--- config.mk ---
export PLATFORM = sky130hd
export DESIGN_NAME = alu_flag_stage
export DESIGN_NICKNAME = d
export VERILOG_FILES = /design/src/rtl/alu_flag_stage_pkg.sv /design/src/rtl/alu_flag_stage_cond_eval.sv /design/src/rtl/alu_flag_stage.sv
export SDC_FILE = /design/constraint.sdc
export NUM_CORES = 1
export LEC_CHECK = 0
export CORE_ASPECT_RATIO = 0.8
export CORE_UTILIZATION = 42
export CTS_CLUSTER_DIAMETER = 30
export CTS_CLUSTER_SIZE = 40
export DETAILED_ROUTE_END_ITERATION = 7
export GPL_TIMING_DRIVEN = 0
export HOLD_SLACK_MARGIN = 0.06
export PLACE_DENSITY = 0.94
export SKIP_CTS_REPAIR_TIMING = 1
export SLEW_MARGIN = 10
export SYNTH_ARGS = -nofsm -noshare
export SYNTH_HDL_FRONTEND = slang
export SYNTH_SLANG_ARGS = --single-unit
--- constraint.sdc ---
create_clock -name clk -period 9.9 [get_ports clk]
set_clock_uncertainty 0.2 [all_clocks]
set_input_delay 1.98 -clock clk [delete_from_list [all_inputs] [get_ports clk]]
set_output_delay 1.98 -clock clk [all_outputs]
set_load 0.02 [all_outputs]
--- src/rtl/alu_flag_stage_pkg.sv ---
// Shared ALU definitions: condition codes, NZCV bit positions, default widths.
package alu_pkg;

  localparam int unsigned WIDTH_DEFAULT = 64;
  localparam int unsigned RW_DEFAULT    = 5;

  // Bit positions inside the 4-bit NZCV vector.
  localparam int unsigned N_BIT = 3;
  localparam int unsigned Z_BIT = 2;
  localparam int unsigned C_BIT = 1;
  localparam int unsigned V_BIT = 0;

  typedef logic [3:0] nzcv_t;

  // ARM condition codes for B.cond.
  typedef enum logic [3:0] {
    COND_EQ = 4'b0000,
    COND_NE = 4'b0001,
    COND_HS = 4'b0010,
    COND_LO = 4'b0011,
    COND_MI = 4'b0100,
    COND_PL = 4'b0101,
    COND_VS = 4'b0110,
    COND_VC = 4'b0111,
    COND_HI = 4'b1000,
    COND_LS = 4'b1001,
    COND_GE = 4'b1010,
    COND_LT = 4'b1011,
    COND_GT = 4'b1100,
    COND_LE = 4'b1101,
    COND_AL = 4'b1110,
    COND_NV = 4'b1111
  } cond_t;

  // Assemble the NZCV vector from individual ALU flag bits.
  function automatic nzcv_t pack_nzcv(input logic n, input logic z,
                                      input logic c, input logic v);
    nzcv_t f;
    f        = '0;
    f[N_BIT] = n;
    f[Z_BIT] = z;
    f[C_BIT] = c;
    f[V_BIT] = v;
    return f;
  endfunction

endpackage

--- src/rtl/alu_flag_stage_cond_eval.sv ---
// Combinational ARM condition-code evaluator against an NZCV vector.
module cond_eval
  import alu_pkg::*;
(
  input  logic [3:0] cond,
  input  logic [3:0] nzcv,
  output logic       taken
);

  logic  n, z, c, v;
  cond_t cc;

  assign n  = nzcv[N_BIT];
  assign z  = nzcv[Z_BIT];
  assign c  = nzcv[C_BIT];
  assign v  = nzcv[V_BIT];
  assign cc = cond_t'(cond);

  // Decode the condition code into a taken decision.
  always_comb begin
    taken = 1'b0;
    case (cc)
      COND_EQ: taken = z;
      COND_NE: taken = !z;
      COND_HS: taken = c;
      COND_LO: taken = !c;
      COND_MI: taken = n;
      COND_PL: taken = !n;
      COND_VS: taken = v;
      COND_VC: taken = !v;
      COND_HI: taken = c && !z;
      COND_LS: taken = !c || z;
      COND_GE: taken = (n == v);
      COND_LT: taken = (n != v);
      COND_GT: taken = !z && (n == v);
      COND_LE: taken = z || (n != v);
      COND_AL: taken = 1'b1;
      COND_NV: taken = 1'b1;
    endcase
  end

endmodule

--- src/rtl/alu_flag_stage.sv ---
// Execute-stage output register: captures ALU result and controls, owns the
// architectural NZCV register, resolves CBZ / B.cond, and hands off to the
// memory stage over valid/ready with stall and flush.
module alu_flag_stage
  import alu_pkg::*;
#(
  parameter int unsigned WIDTH = WIDTH_DEFAULT,
  parameter int unsigned RW    = RW_DEFAULT
) (
  input  logic             clk,
  input  logic             reset,
  input  logic             in_valid,
  output logic             in_ready,
  input  logic [WIDTH-1:0] alu_result,
  input  logic             alu_n,
  input  logic             alu_z,
  input  logic             alu_c,
  input  logic             alu_v,
  input  logic             set_flags,
  input  logic             is_cbz,
  input  logic             is_bcond,
  input  logic [3:0]       cond,
  input  logic [WIDTH-1:0] store_data,
  input  logic [RW-1:0]    rd,
  input  logic             reg_write,
  input  logic             mem_read,
  input  logic             mem_write,
  input  logic             flush,
  output logic             out_valid,
  input  logic             out_ready,
  output logic [WIDTH-1:0] out_result,
  output logic [WIDTH-1:0] out_store_data,
  output logic [RW-1:0]    out_rd,
  output logic             out_reg_write,
  output logic             out_mem_read,
  output logic             out_mem_write,
  output logic             out_branch_taken,
  output logic [3:0]       flags_q
);

  logic             out_valid_q,        out_valid_d;
  logic [WIDTH-1:0] out_result_q,       out_result_d;
  logic [WIDTH-1:0] out_store_data_q,   out_store_data_d;
  logic [RW-1:0]    out_rd_q,           out_rd_d;
  logic             out_reg_write_q,    out_reg_write_d;
  logic             out_mem_read_q,     out_mem_read_d;
  logic             out_mem_write_q,    out_mem_write_d;
  logic             out_branch_taken_q, out_branch_taken_d;
  logic [3:0]       flags_d;

  logic accept;
  logic bcond_taken;

  // B.cond is judged against the flags already committed, never this
  // instruction's own flag result.
  cond_eval u_cond_eval (
    .cond  (cond),
    .nzcv  (flags_q),
    .taken (bcond_taken)
  );

  // Handshake: space is available when empty or when the held entry leaves.
  always_comb begin
    in_ready = !out_valid_q || out_ready;
    accept   = in_valid && in_ready && !flush;
  end

  // Next-state: flush beats accept beats drain; otherwise everything holds.
  always_comb begin
    out_valid_d        = out_valid_q;
    out_result_d       = out_result_q;
    out_store_data_d   = out_store_data_q;
    out_rd_d           = out_rd_q;
    out_reg_write_d    = out_reg_write_q;
    out_mem_read_d     = out_mem_read_q;
    out_mem_write_d    = out_mem_write_q;
    out_branch_taken_d = out_branch_taken_q;
    flags_d            = flags_q;

    if (flush) begin
      // Side-effect controls are zeroed so a squashed entry can never write.
      out_valid_d     = 1'b0;
      out_reg_write_d = 1'b0;
      out_mem_read_d  = 1'b0;
      out_mem_write_d = 1'b0;
    end else if (accept) begin
      out_valid_d      = 1'b1;
      out_result_d     = alu_result;
      out_store_data_d = store_data;
      out_rd_d         = rd;
      out_reg_write_d  = reg_write;
      out_mem_read_d   = mem_read;
      out_mem_write_d  = mem_write;
      if (is_cbz) begin
        out_branch_taken_d = alu_z;
      end else if (is_bcond) begin
        out_branch_taken_d = bcond_taken;
      end else begin
        out_branch_taken_d = 1'b0;
      end
      if (set_flags) begin
        flags_d = pack_nzcv(alu_n, alu_z, alu_c, alu_v);
      end
    end else if (in_ready) begin
      // Held entry consumed (or stage already empty) with nothing new.
      out_valid_d = 1'b0;
    end
  end

  // State register with asynchronous active-high reset.
  always_ff @(posedge clk or posedge reset) begin
    if (reset) begin
      out_valid_q        <= 1'b0;
      out_result_q       <= '0;
      out_store_data_q   <= '0;
      out_rd_q           <= '0;
      out_reg_write_q    <= 1'b0;
      out_mem_read_q     <= 1'b0;
      out_mem_write_q    <= 1'b0;
      out_branch_taken_q <= 1'b0;
      flags_q            <= '0;
    end else begin
      out_valid_q        <= out_valid_d;
      out_result_q       <= out_result_d;
      out_store_data_q   <= out_store_data_d;
      out_rd_q           <= out_rd_d;
      out_reg_write_q    <= out_reg_write_d;
      out_mem_read_q     <= out_mem_read_d;
      out_mem_write_q    <= out_mem_write_d;
      out_branch_taken_q <= out_branch_taken_d;
      flags_q            <= flags_d;
    end
  end

  // Registered outputs.
  always_comb begin
    out_valid        = out_valid_q;
    out_result       = out_result_q;
    out_store_data   = out_store_data_q;
    out_rd           = out_rd_q;
    out_reg_write    = out_reg_write_q;
    out_mem_read     = out_mem_read_q;
    out_mem_write    = out_mem_write_q;
    out_branch_taken = out_branch_taken_q;
  end

endmodule

Word-level counts from Yosys, hierarchy flattened
Cells that the tools add are included.
{"block": "classes", "mux": 12, "n_eq_ne": 17, "n_bitwise": 1, "reduce_logical": 19}
{"op": "== test 4 bit (second input constant)", "n": 8}
{"op": "== test 4 x 3 -> 1 bit (second input constant)", "n": 4}
{"op": "case mux 1 bit (15 select lines)", "n": 1}
{"op": "two-way mux 1 bit", "n": 11}
{"op": "== test 4 x 2 -> 1 bit (second input constant)", "n": 2}
{"op": "logical NOT 1 bit", "n": 6}
{"op": "== test 4 x 1 -> 1 bit (second input constant)", "n": 1}
{"op": "logical AND 1 bit", "n": 4}
{"op": "logical NOT 4 bit", "n": 1}
{"op": "logical OR 1 bit", "n": 3}
{"op": "AND reduction 3 bit", "n": 1}
{"op": "nonzero test 3 bit", "n": 1}
{"op": "AND reduction 2 bit", "n": 1}
{"op": "nonzero test 2 bit", "n": 1}
{"op": "OR reduction 2 bit", "n": 1}
{"op": "== test 1 bit", "n": 1}
{"op": "inequality test 1 bit", "n": 1}
{"op": "inverter 1 bit", "n": 1}
{"block": "word_totals", "regBits": 142, "inputBits": 152, "word_cells": 58, "out_inout_bits": 143}

Depth between registers and ports, before layout
{"block": "logic_depth", "ltp_word": 6, "ltp_mapped": 8, "mapped_depth_nobuf": 5}

Hierarchy
A second synthesis with hierarchy kept.
{"block": "hier_totals", "hier_cells": 343, "hier_area_um2": 5500.3}
{"mod": "alu_flag_stage", "area_per_inst_um2": 5298.8, "seq_area_each_um2": 3553.4, "cells_per_inst": 314, "instances": 1}
{"mod": "cond_eval", "area_per_inst_um2": 201.4, "seq_area_each_um2": 0.0, "cells_per_inst": 29, "instances": 1}

Worst setup path before layout
Ideal clock, no wire load.
{"block": "synth_path", "path_type": "input to output", "start": "input port out_ready", "end": "output port in_ready", "cell_stages": 2, "t_arrival_ns": 2.263, "path_slack_ns": 5.457, "path_cell_list": "nand2b_1 -> buf_4"}
{"block": "synth_between", "elab_chain_cells": 1}
{"item": "start: declaration", "line_no": "alu_flag_stage.sv:30", "source": "input logic out_ready,"}
{"item": "logical OR 1 bit", "line_no": "alu_flag_stage.sv:64", "source": "in_ready = !out_valid_q || out_ready;"}
{"item": "end: declaration", "line_no": "alu_flag_stage.sv:13", "source": "output logic in_ready,"}
Every way passes these cells.

Worst setup path after layout
Same ends and word-level chain as after synthesis.

==> run_results.csv <==
group,metric,value,unit
power,leakagePower,0.00383,uW
clock_tree,clock-sinks,142,
clock_tree,cts.htree.levels,4,
sta,max_slew_margin,63.3,%
synth,synth.area.mux_share,27.9,%
sta,final.setup.tns,0,ps
sta,period_share,55.8,%
sta,rsz0062_at_grt,"false",
grt,grt_antenna_before_repair,0,
grt,grt_pass1_wl,25.1,mm
synth,netlist_top_cells_area,"dfrtp_1 (64%), mux2_2 (27%), buf_6 (3.0%), nand3_1 (0.54%), nand2_1 (0.47%)",
drt,vias,4093,
drt,drt-wirelength-per-cell,19.2,um
run,maxCapViolations,0,
worst_setup_path,cp_data_arrival_time,3340,ps
die,die_y,105,um
synth,synth-compound-area-share,1.31,%
place,io_buffers,293,
die,floorplan.initialDensity,43.2,%
place,dp_worst_setup_slack,4390,ps
sta,drv_slew,0,
final_layout,drive_above_1_share,27.7,%
place,post-dp-hpwl,12.0,mm
synth,synth_warnings,0,
synth,synth_top_family_by_area,"multiplexers",
synth,async_flop_share,100,%
synth,ys.flop_type,"dfrtp_1",
synth,synth_fa_ha_area_share,0,%
synth,yosysSeqAreaShare,63.9,%
synth,yosys.area_share.xor_xnor,0.630,%
drt,drc,0,
synth,netlist_instances,342,
synth,synth_edf_count,0,
final_layout,fillers,831,
final_layout,antenna_cells,0,
synth,synth_most_common_cell,"dfrtp_1",
final_layout,final_area,9320,um2
synth,synth_top_cell_area_share,63.9,%
synth,yosys-top-cells-count,"dfrtp_1 (142), mux2_2 (135), buf_6 (15)",
worst_setup_path,cp.required,7720,ps
sta,period_minus_slack,5520,ps
worst_setup_path,cp-startpoint,"out_ready",
worst_setup_path,r2r-start,"out_valid",
grt,first_global_vias,4664,
clock_tree,clkTransAtPathRegs,50,ps
worst_hold_path,min_from,"out_store_data[32]",
sta,setup_violations,0,
die,rows,37,
worst_setup_path,critPathLaunchType,"primary input",
grt,grt_start_max_net_pins,85,
synth,syn_nets,494,
drt,wirelength,16.1,mm
synth,synth-seq-cells,142,
clock_tree,cts_buffers,17,
worst_hold_path,hold_class,"flip-flop to flip-flop",
drt,avgViaCountPerCell,4.88,
worst_setup_path,setup.worst_path.class,"primary input to output pin",
synth,synth.distinct_cells,30,
worst_setup_path,path_max_fanout,7,
drt,drt-initial-drc-count,125,
synth,synthesis.area,5560,um2
grt,grt-ovfl-total,0,
sta,max_freq,181,MHz
worst_setup_path,cp-end-kind,"output pin",
final_layout,area_growth,67.6,%
synth,syn_avg_cell_area,16.3,um2
outcome,status,"finished clean",
die,dieWidth,131,um
synth,yosysTopAreaCell,"dfrtp_1",
power,powerDensity,206,nW/um2
clock_tree,cts_tree,"built",
sta,worst_slew_pin_slew,551,ps
drt,antenna_left,0,
die,boundaryPins,295,
clock_tree,max-clock-path-buffers,2,
power,p_total,1920,uW
die,die_area,13700,um2
synth,synth-simple-area-share,2.84,%
sta,hold_viol,0,
grt,grt_usage,25.0,%
clock_tree,clockRootBuffer,"clkbuf_16",
place,place_area,8740,um2
final_layout,fin_nets,807,
power,vdd_drop_max,0.000186,V
die,coreArea,12900,um2
place,gp_congestion,0.850,
clock_tree,clock_latency,410,ps
sta,timing.final.ws_setup,4380,ps
drt,first_pass_iters,4,
## stage by stage
| stage | util [%] | hold WS [ps] | std cells |
|---|---|---|---|
| floorplan | - | 406 | 342 |
| global placement | 67.7 | 269 | 810 |
| detailed placement | 67.9 | 292 | 811 |
| CTS | 72.4 | 307 | 839 |
| global route | 72.4 | 314 | 839 |
| finish | 72.4 | 303 | 839 |
## flip-flops by register name, indices dropped and copies added, names as in the netlist
register          cells
out_mem_write         1
flags_q               4
out_result           64
out_mem_read          1
out_valid             1
out_branch_taken      1
out_reg_write         1
out_rd                5
out_store_data       64
## kinds of logic after synthesis
| group | Yosys count |
|---|---|
| buf+inv | 19 |
| compound gates | 12 |
| mux | 138 |
| xor+xnor | 4 |
| simple gates | 27 |
| flops | 142 |
## final cells by class
| cell class | instances | area (um2) | share of cell area, % |
|---|---|---|---|
| repair buffers | 294 | 2960 | 31.8 |
| clock inverters | 7 | 115 | 1.24 |
| multi-input cells | 181 | 1820 | 19.5 |
| inverters | 2 | 12.5 | 0.134 |
| clock buffers | 21 | 460 | 4.94 |
| plain buffers | 17 | 181 | 1.95 |
| well taps | 175 | 219 | 2.35 |
| flip-flops and latches | 142 | 3550 | 38.1 |
## final timing paths
kind | to | slack [ps] | cells after the start
worst min-delay path | out_store_data[32] | 300 | 1
worst min register to register | out_store_data[32] | 300 | 1
min in group asynchronous | out_store_data[12] | 1900 | 2
worst max-delay path | in_ready | 4380 | 4
worst max register to register | out_result[28] | 7940 | 6
max in group asynchronous | out_store_data[5] | 6810 | 3
## cell usage in the layout, fill, tap and decap left out, types with 3 or more instances in the layout
cell type        instances
clkdlybuf4s50_1        293
dfrtp_1                142
mux2_2                 135
clkbuf_16               17
buf_6                   15
nand2_1                  7
nand3_1                  6
a21oi_1                  4
nand2b_1                 3
bufinv_16                3
## power by group
group          switching [uW]  internal, uW
clock network             225           403
logic                     248           308
registers                59.5           680
## per-layer routing
layer  wire length (um)  up-vias  global-route usage, %
li1                   -     1823                      -
met1               5650     2024                   25.8
met2               8480      205                   43.6
met3               1410       41                   9.32
met4                606        0                   13.0
met5                  0        -                      0
## critical path: stages
cell             delay, ps
clkdlybuf4s50_1        470
nand2b_1               100
buf_4                  140
clkdlybuf4s50_1        640
Power figures use the tool's default switching activity.
